===== src/rtl/aurora_tx_arbiter.sv =====
// Round-robin packet arbiter onto the Aurora TX AXI-Stream port.
// Each packet is sent as a tagged header beat followed by the requester data.
module aurora_tx_arbiter #(
  parameter int          N_REQ   = 4,
  parameter int          DATA_W  = 32,
  parameter logic [7:0]  HDR_TAG = 8'hA5
) (
  input  logic                      clk_200MHz,
  input  logic                      peripheral_reset,
  input  logic                      channel_up,
  input  logic [N_REQ*DATA_W-1:0]   s_tdata,
  input  logic [N_REQ-1:0]          s_tvalid,
  input  logic [N_REQ-1:0]          s_tlast,
  output logic [N_REQ-1:0]          s_tready,
  output logic [DATA_W-1:0]         m_tdata,
  output logic                      m_tvalid,
  output logic                      m_tlast,
  input  logic                      m_tready,
  output logic [$clog2(N_REQ)-1:0]  grant_id,
  output logic                      busy,
  output logic [3:0]                drop_count
);

  localparam int GW = $clog2(N_REQ);

  typedef enum logic [1:0] {
    IDLE,
    HDR,
    DATA,
    FLUSH
  } state_t;

  state_t          state_q;
  logic [GW-1:0]   grant_q;
  logic [GW-1:0]   last_q;
  logic [3:0]      drop_q;

  logic [DATA_W-1:0] s_data [N_REQ];
  logic [DATA_W-1:0] g_data;
  logic              g_valid;
  logic              g_last;
  logic [DATA_W-1:0] hdr;
  logic              pick_vld;
  logic [GW-1:0]     pick_id;
  logic [GW-1:0]     cand;

  always_comb begin
    for (int i = 0; i < N_REQ; i++) begin
      s_data[i] = s_tdata[i*DATA_W +: DATA_W];
    end
  end

  assign g_data  = s_data[grant_q];
  assign g_valid = s_tvalid[grant_q];
  assign g_last  = s_tlast[grant_q];

  always_comb begin
    hdr                 = '0;
    hdr[DATA_W-1 -: 8]  = HDR_TAG;
    hdr[GW-1:0]         = grant_q;
  end

  // Search starts just after the last served requester and wraps.
  always_comb begin
    pick_vld = 1'b0;
    pick_id  = '0;
    cand     = '0;
    for (int k = 1; k <= N_REQ; k++) begin
      cand = GW'((int'(last_q) + k) % N_REQ);
      if (!pick_vld && s_tvalid[cand]) begin
        pick_vld = 1'b1;
        pick_id  = cand;
      end
    end
  end

  always_ff @(posedge clk_200MHz) begin
    if (peripheral_reset) begin
      state_q <= IDLE;
      grant_q <= '0;
      last_q  <= GW'(N_REQ - 1);
      drop_q  <= '0;
    end else begin
      unique case (state_q)
        IDLE: begin
          if (channel_up && pick_vld) begin
            grant_q <= pick_id;
            state_q <= HDR;
          end
        end
        HDR: begin
          if (!channel_up) begin
            state_q <= FLUSH;
            if (drop_q != 4'hF) drop_q <= drop_q + 4'd1;
          end else if (m_tready) begin
            state_q <= DATA;
          end
        end
        DATA: begin
          if (!channel_up) begin
            state_q <= FLUSH;
            if (drop_q != 4'hF) drop_q <= drop_q + 4'd1;
          end else if (g_valid && m_tready && g_last) begin
            last_q  <= grant_q;
            state_q <= IDLE;
          end
        end
        FLUSH: begin
          if (g_valid && g_last) begin
            last_q  <= grant_q;
            state_q <= IDLE;
          end
        end
        default: state_q <= IDLE;
      endcase
    end
  end

  // Outputs are forced low while reset is asserted.
  always_comb begin
    m_tdata  = '0;
    m_tvalid = 1'b0;
    m_tlast  = 1'b0;
    s_tready = '0;
    if (!peripheral_reset) begin
      unique case (state_q)
        IDLE: begin
        end
        HDR: begin
          m_tdata  = hdr;
          m_tvalid = channel_up;
        end
        DATA: begin
          m_tdata           = g_data;
          m_tvalid          = g_valid && channel_up;
          m_tlast           = g_last;
          s_tready[grant_q] = m_tready && channel_up;
        end
        FLUSH: begin
          s_tready[grant_q] = 1'b1;
        end
        default: begin
        end
      endcase
    end
  end

  assign grant_id   = peripheral_reset ? '0 : grant_q;
  assign busy       = !peripheral_reset && (state_q != IDLE);
  assign drop_count = peripheral_reset ? 4'd0 : drop_q;

endmodule


===== config.mk =====
export PLATFORM = sky130hd
export DESIGN_NAME = aurora_tx_arbiter
export DESIGN_NICKNAME = d
export VERILOG_FILES = /design/src/rtl/aurora_tx_arbiter.sv
export SDC_FILE = /design/constraint.sdc
export NUM_CORES = 1
export LEC_CHECK = 0
export BUFFER_PORTS_ARGS = -buffer_cell sky130_fd_sc_hd__buf_4
export CORE_AREA = 2 2 59 103
export DETAILED_ROUTE_END_ITERATION = 6
export DIE_AREA = 0 0 61 105
export PLACE_DENSITY = 0.89
export SYNTH_ARGS = -nofsm -noshare
export SYNTH_HDL_FRONTEND = slang
export SYNTH_SLANG_ARGS = --single-unit

===== constraint.sdc =====
create_clock -name clk_200MHz -period 1.6 [get_ports clk_200MHz]
set_input_delay 0.08 -clock clk_200MHz [delete_from_list [all_inputs] [get_ports clk_200MHz]]
set_output_delay 0.08 -clock clk_200MHz [all_outputs]
set_load 0.05 [all_outputs]

### Yosys cells after proc, flatten, opt, wreduce, memory -nomap -nowiden

Index checks and enable logic that the tools add are counted.

| word-level totals | value |
|---|---|
| register bits | 10 |
| bits in latches | 0 |
| RAM bits | 0 |
| bits in read-only memories | 0 |
| output and inout bits | 45 |
| logic and storage cells | 98 |
| memories | 0 |

| cells by class | value |
|---|---|
| add/subtract/negate cells | 5 |
| multipliers | 0 |
| divide/modulo/power cells | 0 |
| $lt $le $gt $ge | 7 |
| equality and inequality tests | 10 |
| shift-type cells | 0 |
| mux-type cells | 46 |
| bitwise gates (word level) | 3 |
| reduce and logical (&&, ||, !) cells | 23 |

Operators by type and width:

| cell | number |
|---|---|
| 32-bit two-way mux | 3 |
| 32-bit binary-select mux with 2-bit select | 1 |
| 32-bit one-hot mux with 2 select lines | 1 |
| 2-bit two-way mux | 14 |
| 2-bit by 3-bit < comparator with 1-bit output, second input constant | 5 |
| 1-bit two-way mux | 14 |
| 1-bit binary-select mux with 2-bit select | 6 |
| 1-bit logical AND | 11 |
| 4-bit two-way mux | 2 |
| 2-bit != test, second input constant | 4 |
| 2-bit one-hot mux with 4 select lines | 1 |
| 4-bit one-hot mux with 2 select lines | 1 |
| 4-bit AND reduction | 2 |
| 3-bit != test, second input constant | 2 |
| 2-bit by 1-bit adder with 2-bit output, second input constant | 2 |
| 2-bit adder, second input constant | 2 |
| 4-bit by 1-bit adder with 4-bit output, second input constant | 1 |
| 4-bit AND | 1 |
| 2-bit == test, second input constant | 2 |
| 1-bit logical NOT | 4 |
| 4-bit != test, second input constant | 1 |
| 2-bit one-hot mux with 2 select lines | 1 |
| 2-bit nonzero test | 2 |
| 3-bit >= comparator, second input constant | 1 |
| 10 further kinds | 10 |

### Depth between registers and ports, before layout

Gate-level depths: netlist (run 1).

| logic depth | value |
|---|---|
| depth in word-level cells | 16 |
| depth in mapped cells | 6 |
| depth with buffers taken out | 6 |

### Worst setup path before layout (run 1)

Ideal clock, no wire load.

| path | value |
|---|---|
| path kind | reg-to-output |
| start point | register state_q[0] |
| end point | output port s_tready[2] |
| data arrival time | 2.514 ns |
| slack | -0.994 ns |
| stages on the path, launching flop included | 6 |
| path buffers | 0 |
| cell sequence | dfxtp_1 inv_1 ha_1 and3_1 nor2_1 nor4b_1 |

| between the ends | value |
|---|---|
| cells in the longest elaborated chain, start to end | 3 |
| elaborated cells on any way between the ends | 4 |
| classes of those cells | 2 x eq/ne; 2 x mux |

RTL lines:

| what | line | source |
|---|---|---|
| from (decl) | 33 | `state_t state_q;` |
| from (signal assigned) | 79 | `state_q <= IDLE;` |
| from (signal assigned) | 88 | `state_q <= HDR;` |
| from (signal assigned) | 93 | `state_q <= FLUSH;` |
| 2-bit == test | 126 | `unique case (state_q)` |
| 4-bit one-hot mux with 2 select lines (*) | 126 |  |
| 4-bit two-way mux (*) | 125 | `if (!peripheral_reset) begin` |
| to (decl) | 14 | `output logic [N_REQ-1:0] s_tready,` |

Every way passes the cells marked *; elsewhere a longest branch is shown, timed or not.

### Worst setup path after layout (run 1)

| path | value |
|---|---|
| start point | register grant_q[0] |
| end point | output port m_tdata[15] |

| between the ends | value |
|---|---|
| cells in the longest elaborated chain, start to end | 6 |

RTL lines:

| what | line | source |
|---|---|---|
| from (decl) | 34 | `logic [GW-1:0] grant_q;` |
| from (signal assigned) | 87 | `grant_q <= pick_id;` |
| 2-bit NOT with 3-bit output (implied by the code) | 53 | `assign g_data = s_data[grant_q];` |
| 32-bit binary-select mux with 2-bit select | 53 |  |
| 32-bit two-way mux (implied by the code) (2 in series) | 53 |  |
| 32-bit one-hot mux with 2 select lines | 126 |  |
| 32-bit two-way mux | 125 |  |
| to (decl) | 15 | `output logic [DATA_W-1:0] m_tdata,` |

No other way between the ends. The select of a mux whose other input is x is not followed.

==> flow_metrics.tcl, run 1 <==
set metrics [dict create \
    status "complete, but fails checks" \
    violations "setup timing" \
    antenna_found_initial 0 \
    grt_pass1_vias 2683 \
    drt_first_pass_iters 4 \
    finClkSkew_ps 3.54 \
    dpl-instance-area_sq_um 3710 \
    cp.required_ps 1520 \
    synth_seq_cells 10 \
    arrival_ps 1730 \
    synthAdderAreaFrac_pct 3.52 \
    drive_above_1_share_pct 81.0 \
    synth_top_area_share_pct 40.6 \
    maxCapViolCount 0 \
    grt_overflow 0 \
    clock_path_buffers 2 \
    gp_congestion 0.899 \
    avgSynthCellArea_sq_um 9.92 \
    num_antenna_cells 0 \
    grt_max_degree 25 \
    ys.warnings.count 0 \
    finalCritPeriodShare_pct 113 \
    syn_to_final_growth_pct 137 \
    cts_buffers 3 \
    tightest_slew_ps 389 \
    insertion_delay_ps 240 \
    critPathMaxFanout 7 \
    avgViaCountPerCell 5.55 \
    slew_headroom_pct 73.8 \
    netlist_instances 179 \
    rsz0062_at_grt "yes" \
    synth_top_area_cell "mux4_2" \
    cts-root-buf "clkbuf_8" \
    cp-start-kind "flip-flop" \
    setup.worst_path.end_class "output pin" \
    cts.sinks 10 \
    yosys.cell_types.count 36 \
    synth_nets 324 \
    dp_hpwl_mm 7.34 \
    drt_iter0_drc 174 \
    initial_core_util_pct 32.0 \
    final_cell_mix "buf_4, buf_6, mux4_2" \
    hold_viol_final 0 \
    die_area_sq_um 6410 \
    clkTransAtPathRegs_ps 40 \
    setup_viol 40 \
    rows 36 \
    wire_per_inst_um 21.8 \
    synth_top_family_by_area "multiplexers" \
    muxShareOfSynthArea_pct 44.5 \
    syn_area_sq_um 1780 \
    p_leak_nw 1.91 \
    setup_slack_ps -211 \
    num-nets-final 532 \
    cts_tree "built" \
    die_x_um 61 \
    fillers 342 \
    hold_ws_ps 42.6 \
    total_power_mw 3.23 \
    final_common_cell "buf_4" \
    drt-total-wl_mm 10.1 \
    yosys.area_share.simple_pct 22.4 \
    ant_nets 0 \
    final_area_sq_um 4210 \
    pre_cts_ws_ps -93.0 \
    fmax_mhz 552 \
    io_buffers 184 \
    drc 0 \
    core_sq_um 5540 \
    htree_num_levels 1 \
    synth_compound_area_share_pct 10.3 \
    ys_top_cells_by_area "mux4_2, dfxtp_1, nor2b_1, mux2i_1, ha_1" \
    vdd_drop_max_mv 0.700 \
    vias 2559 \
    powerDensity_nw_per_um2 767 \
    min_path_type "in2reg" \
    grt_pass1_wl_mm 13.2 \
    path_class "reg2out" \
    seq_area_frac_synth_pct 11.3 \
    io-pin-count 185 \
    grtUsageTotal_pct 27.8 \
    die-height_um 105 \
    yosys.area_share.xor_xnor_pct 1.48 \
    finalMaxSlewViolations 0 \
    period_minus_slack_ps 1810 \
]
-- flip-flops by register name, summed over array words and instances (netlist names) --
name / cells
drop_q: 4
grant_q: 2
last_q: 2
state_q: 2
-- cell usage after synthesis --
cell type and n:
a21oi_1 8, nand3b_1 4, o211a_1 1, or2b_1 1, o31a_1 1, nand2b_1 1, mux4_2 32, and3_1 4
a221oi_1 1, nor2b_1 31, clkbuf_1 7, nand2_1 7, o31ai_1 2, o21ai_0 8, mux2i_1 7, a31oi_1 1
xor2_1 3, nor4b_1 1, nand4_1 2, buf_2 2, a211o_1 1, o22ai_1 1, nor2_1 9, o211ai_1 2
buf_4 3, or2_2 1, dfxtp_1 10, and3b_1 1, buf_1 1, buf_6 1, ha_1 5, nor4_1 3
o32ai_2 1, nand3_1 4, inv_1 11, a21o_1 1
-- metal layers --
| metal | wire length, um | share of wire, % | vias to the layer above | track usage [%] |
|---|---|---|---|---|
| li1 | - | - | 1105 | - |
| met1 | 3100 | 31 | 1244 | 28.0 |
| met2 | 5500 | 55 | 167 | 48.8 |
| met3 | 977 | 9.7 | 43 | 7.67 |
| met4 | 482 | 4.8 | 0 | 14.4 |
| met5 | 0 | 0 | - | 0 |
-- through the flow --
step	std cells	utilization (%)	TNS [ps]
4_1_cts	457	73.8	-5410
3_5_place_dp	445	67.0	-1530
6_report	461	75.9	-6100
2_1_floorplan	179	-	-334
3_3_place_gp	445	67.0	-112
5_1_grt	461	75.9	-8530
-- repair_timing --
action	4_1_cts	5_1_grt
resized for setup	68	10
endpoints found under the hold margin	0	0
setup endpoints to repair	41	42
buffers inserted	8	1
hold buffers	0	0
pin swaps	9	7
gates cloned	1	3
-- report_power, final --
group | switching (mW) | internal [mW] | total [mW]
Combinational | 1.15 | 1.43 | 2.57
Sequential | 0.0793 | 0.309 | 0.388
Clock | 0.101 | 0.165 | 0.265
-- layout make-up --
type | count | area (sq um) | area share, %
clock buffers | 3 | 41.3 | 0.982
multi-input cells | 144 | 1850 | 43.9
inverters | 11 | 47.5 | 1.13
repair buffers | 217 | 1970 | 46.7
well taps | 76 | 95.1 | 2.26
flip-flops and latches | 10 | 210 | 5.00
-- critical path, cell delays in order, from the launching register on --
cell,delay (ps)
dfxtp_4,460
clkbuf_16,200
mux4_2,530
nor2b_4,160
buf_8,140
-- final timing paths --
| check | from | endpoint | cells past startpoint | slack [ps] |
|---|---|---|---|---|
| worst max-delay path | grant_q[0] | m_tdata[15] | 4 | -210 |
| worst min-delay path | peripheral_reset | state_q[0] | 2 | 40 |
| worst max register to register | grant_q[0] | state_q[1] | 4 | -150 |
| worst min register to register | last_q[0] | last_q[0] | 2 | 550 |
-- logic make-up (layout without fill, tap and decap cells) --
logic type | count (synthesis) | count (layout)
DFF | 10 | 10
buffers and inverters | 25 | 231
and+or+nand+nor | 69 | 69
muxes | 39 | 39
AOI/OAI and AO/OA | 28 | 28
adders and majority gates | 5 | 5
xor gates and xnor gates | 3 | 3
Power figures use the tool's default switching activity.
==> run 2, diff against run 1 <==
--- a/config.mk
+++ b/config.mk
@@ -10,6 +10,7 @@
 export DETAILED_ROUTE_END_ITERATION = 6
 export DIE_AREA = 0 0 61 105
 export PLACE_DENSITY = 0.89
+export REMOVE_ABC_BUFFERS = 1
 export SYNTH_ARGS = -nofsm -noshare
 export SYNTH_HDL_FRONTEND = slang
 export SYNTH_SLANG_ARGS = --single-unit
==> flow_metrics.tcl, run 2 (synthesis gave the netlist of run 1 again) <==
set metrics [dict create \
    crit_start "state_q[0]" \
    cts_buffers 3 \
    tns_ps -6310 \
    clkTransAtPathRegs_ps 50 \
    vias 2474 \
    drt_first_pass_iters 4 \
    die-height_um 105 \
    final_area_sq_um 4040 \
    grt_max_degree 43 \
    drt_iter0_drc 124 \
    largest_reg_flops 4 \
    die_area_sq_um 6410 \
    met1_usage_pct 24.0 \
    top_register "drop_q" \
    gp_congestion 0.910 \
    drt-total-wl_mm 9.54 \
    tightest_slew_ps 373 \
    rr_endpoint "state_q[1]" \
    io_buffers 184 \
    status "complete, but fails checks" \
    die_x_um 61 \
    path_class "reg2out" \
    critPathMaxFanout 7 \
    arrival_ps 1750 \
    setup.worst_path.end_class "output pin" \
    multi_input_area_sq_um 1740 \
    finClkSkew_ps 4.41 \
    min_path_type "in2reg" \
    ant_nets 0 \
    r2r_start "grant_q[0]" \
    cts-root-buf "clkbuf_8" \
    ff_latch_area_sq_um 208 \
    num_antenna_cells 0 \
    finalMaxSlewViolations 0 \
    maxCapViolCount 0 \
    clock_path_buffers 2 \
    initial_core_util_pct 32.0 \
    htree_num_levels 1 \
    syn_to_final_growth_pct 127 \
    cts.sinks 10 \
    period_minus_slack_ps 1830 \
    grt_use_met2_pct 52.4 \
    grtUsageTotal_pct 26.9 \
    fillers 408 \
    cts_hold_buffers 0 \
    insertion_delay_ps 240 \
    cts_tree "built" \
    slew_headroom_pct 75.1 \
    wire_per_inst_um 20.7 \
    powerDensity_nw_per_um2 786 \
    avgViaCountPerCell 5.37 \
    setup_slack_ps -229 \
    rows 36 \
    drc 0 \
    worst-r2r-cell-count 5 \
    grt_pass1_vias 2730 \
    dpl-instance-area_sq_um 3330 \
    hold_viol_final 0 \
    grt_overflow 0 \
    met3_usage_pct 5.69 \
    dp_hpwl_mm 6.61 \
    grt_pass1_wl_mm 13.0 \
    drive_above_1_share_pct 78.2 \
    final_common_cell "buf_4" \
    cp.required_ps 1520 \
    final_cell_mix "buf_4, buf_6, mux4_2" \
    hold_ws_ps 232 \
    antenna_found_initial 0 \
    p_leak_nw 1.84 \
    cp-endpoint "m_tdata[0]" \
    r2r_setup_slack_ps -190 \
    violations "setup timing" \
    finalCritPeriodShare_pct 114 \
    core_sq_um 5540 \
    pre_cts_ws_ps -112 \
    vdd_drop_max_mv 0.813 \
    busiest_layer "met2" \
    io-pin-count 185 \
    rsz0062_at_grt "yes" \
    cp-start-kind "flip-flop" \
    fmax_mhz 547 \
    setup_viol 41 \
    num-nets-final 532 \
]
-- run 2: cell count changes in the layout (fill, tap and decap cells not counted), moves of 3 or more --
cell	delta
buf_8	-3
nor2b_1	+5
o21ai_2	+3
o21ai_4	-4
nor2b_4	-8
nor2b_2	+3
buf_4	+3
-- run 2: repair_timing --
item / CTS / global route
cloned: 3 / 3
buffers inserted: 9 / 4
setup endpoints to repair: 40 / 43
pin swaps: 15 / 3
gates resized for setup: 80 / 48
-- run 2: final cells by class --
cell class | count | share of cell area (%)
clock buffers | 3 | 1.02
inverters | 11 | 1.21
multi-input cells | 144 | 43.0
flip-flops and latches | 10 | 5.15
well taps | 76 | 2.36
repair buffers | 217 | 47.3
-- run 2: where the power goes --
part / total [mW] / leakage, nW / switching (mW) / internal [mW]
combinational: 2.53 / 1.74 / 1.12 / 1.41
sequential: 0.381 / 0.0833 / 0.0748 / 0.306
clock: 0.260 / 0.0216 / 0.0952 / 0.164
total: 3.17 / 1.84 / 1.29 / 1.88
-- run 2: worst min path at each step --
stage                       endpoint        startpoint  slack [ps]  cells past startpoint
after floorplan           grant_q[1]  peripheral_reset         150                      1
after global placement    grant_q[1]       s_tvalid[2]         480                      4
after detailed placement  grant_q[0]       s_tvalid[0]         470                      3
after CTS                 grant_q[0]       s_tvalid[0]         230                      3
after global routing      grant_q[0]       s_tvalid[0]         260                      3
final                     grant_q[0]       s_tvalid[0]         230                      3
-- run 2: stage by stage --
| step | util [%] | total power, mW | cells |
|---|---|---|---|
| final | 72.9 | 3.17 | 461 |
| after global routing | 72.9 | 3.31 | 461 |
| after CTS | 68.3 | 2.89 | 455 |
| after detailed placement | 60.1 | 2.22 | 440 |
| after global placement | 60.1 | 2.17 | 440 |
| after floorplan | - | 1.49 | 165 |
-- run 2: metal layers --
metal | vias up | share of wire (%) | wire length, um
met2 | 150 | 58 | 5570
met5 | - | 0 | 0
met4 | 0 | 3.4 | 323
li1 | 1102 | - | -
met3 | 30 | 7.5 | 717
met1 | 1192 | 31 | 2930
-- run 2: critical path, stage by stage (launching register included) --
cell and delay (ps):
dfxtp_2 340, inv_4 50, ha_4 270, nand3b_1 90
buf_6 150, buf_8 130, o21ai_2 120, nand2_1 70
o31ai_1 60, buf_4 240
==> run 3, diff against run 2 <==
--- a/config.mk
+++ b/config.mk
@@ -9,7 +9,7 @@
 export CORE_AREA = 2 2 59 103
 export DETAILED_ROUTE_END_ITERATION = 6
 export DIE_AREA = 0 0 61 105
-export PLACE_DENSITY = 0.89
+export PLACE_DENSITY = 0.84
 export REMOVE_ABC_BUFFERS = 1
 export SYNTH_ARGS = -nofsm -noshare
 export SYNTH_HDL_FRONTEND = slang
==> flow_metrics.tcl, run 3 (synthesis gave the netlist of run 1 again) <==
set metrics [dict create \
    status "complete, but fails checks" \
    violations "setup timing" \
    die_area_sq_um 6410 \
    setup_viol 41 \
    met3_usage_pct 3.09 \
    hold_ws_ps 105 \
    drt-total-wl_mm 8.37 \
    r2r_start "grant_q[0]" \
    instances_no_fill 459 \
    die-height_um 105 \
    tns_ps -7200 \
    die_x_um 61 \
    cp-start-kind "flip-flop" \
    busiest_layer "met2" \
    grt_pass1_wl_mm 11.3 \
    num-nets-final 529 \
    rr_endpoint "state_q[1]" \
    p_leak_nw 1.80 \
    grtUsageTotal_pct 22.7 \
    gp_congestion 0.882 \
    crit_start "state_q[0]" \
    postLayoutCoreUtil_pct 71.2 \
    p_comb_share_pct 77.1 \
    setup.worst_path.end_class "output pin" \
    drt_first_pass_iters 4 \
    cp-endpoint "m_tdata[18]" \
    rows 36 \
    grt_max_degree 43 \
    final_area_sq_um 3950 \
    cts_hold_buffers 0 \
    top_register "drop_q" \
    clkPwrFrac_pct 10.6 \
    switching_share_pct 40.3 \
    worst-r2r-cell-count 5 \
    finalCritPeriodShare_pct 119 \
    maxCapViolCount 0 \
    p_sw_mw 1.25 \
    met1_usage_pct 21.4 \
    drt_iter0_drc 89 \
    htree_num_levels 1 \
    fillers 373 \
    antenna_found_initial 0 \
    finalMaxSlewViolations 0 \
    io-pin-count 185 \
    ant_nets 0 \
    slew_headroom_pct 81.2 \
    grt_pass1_vias 2469 \
    tightest_slew_ps 274 \
    core_sq_um 5540 \
    seqPwrFrac_pct 12.3 \
    drive_above_1_share_pct 76.8 \
    period_minus_slack_ps 1910 \
    clock_path_buffers 2 \
    final_common_cell "buf_4" \
    min_path_type "in2reg" \
    drc 0 \
    dp_cells 441 \
    cts_tree "built" \
    grt_use_met2_pct 44.2 \
    num_antenna_cells 0 \
    hp-start "peripheral_reset" \
    arrival_ps 1830 \
    r2r_setup_slack_ps -180 \
    setup_slack_ps -307 \
    wire_per_inst_um 18.2 \
    p_int_mw 1.85 \
    clkTransAtPathRegs_ps 50 \
    powerDensity_nw_per_um2 786 \
    vdd_drop_max_mv 0.776 \
    largest_reg_flops 4 \
    total_power_mw 3.10 \
    critPathMaxFanout 21 \
    cp.required_ps 1520 \
    insertion_delay_ps 240 \
    final_cell_mix "buf_4, mux4_2, buf_6" \
    vias 2412 \
    grt_overflow 0 \
    cts-root-buf "clkbuf_8" \
    hold_viol_final 0 \
    rsz0062_at_grt "yes" \
    avgViaCountPerCell 5.25 \
    path_class "reg2out" \
    dpl-instance-area_sq_um 3340 \
    initial_core_util_pct 32.0 \
    fmax_mhz 524 \
    io_buffers 184 \
    pre_cts_ws_ps -77.9 \
    cts_buffers 3 \
    finClkSkew_ps 3.24 \
    cts.sinks 10 \
    dp_hpwl_mm 6.10 \
    syn_to_final_growth_pct 122 \
]
[run 3: cell count changes in the layout (fill, tap and decap cells not counted), moves of 3 or more]
cell,previous run,this run
buf_6,37,31
nor2b_2,4,1
nor2b_1,11,19
nor2b_4,16,11
buf_4,165,169
inv_2,3,6
[run 3: timing repair]
item,4_1_cts,5_1_grt
endpoints found under the setup margin,40,42
buffers inserted,5,6
cloned,2,1
resized for setup,57,57
pin swaps,6,6
[run 3: how the worst min path moves through the flow]
| stage | to | cells past startpoint |
|---|---|---|
| detailed placement | drop_q[2] | 2 |
| floorplan | grant_q[1] | 1 |
| finish | state_q[0] | 2 |
| CTS | state_q[0] | 2 |
| global route | state_q[0] | 2 |
| global placement | drop_q[2] | 2 |
[run 3: area by class of cell]
| type | count | area, sq um | share of cell area [%] |
|---|---|---|---|
| tap | 76 | 95.1 | 2.41 |
| multi-input combinational | 144 | 1680 | 42.5 |
| timing repair buffer | 214 | 1870 | 47.3 |
| inverter | 11 | 43.8 | 1.11 |
| clock buffer | 4 | 55.1 | 1.40 |
| sequential | 10 | 208 | 5.26 |
[run 3: power by group through the flow]
stage          clock network, mW  registers [mW]  logic (mW)
2_1_floorplan                  0           0.454        1.04
3_3_place_gp                   0           0.352        1.80
3_5_place_dp                   0           0.355        1.84
4_1_cts                    0.319           0.370        2.10
5_1_grt                    0.341           0.387        2.53
6_report                   0.329           0.381        2.39
[run 3: routing by layer]
layer / up-vias / part of all wire [%]
met3: 38 / 7.8
met5: - / 0
met4: 0 / 5.4
met1: 1134 / 31
met2: 143 / 56
li1: 1097 / -
[run 3: critical path, stage by stage (launching register included)]
cell,delay [ps]
dfxtp_2,350
inv_4,60
ha_4,260
nand3b_1,130
buf_6,170
buf_16,170
nor2b_1,220
buf_6,190
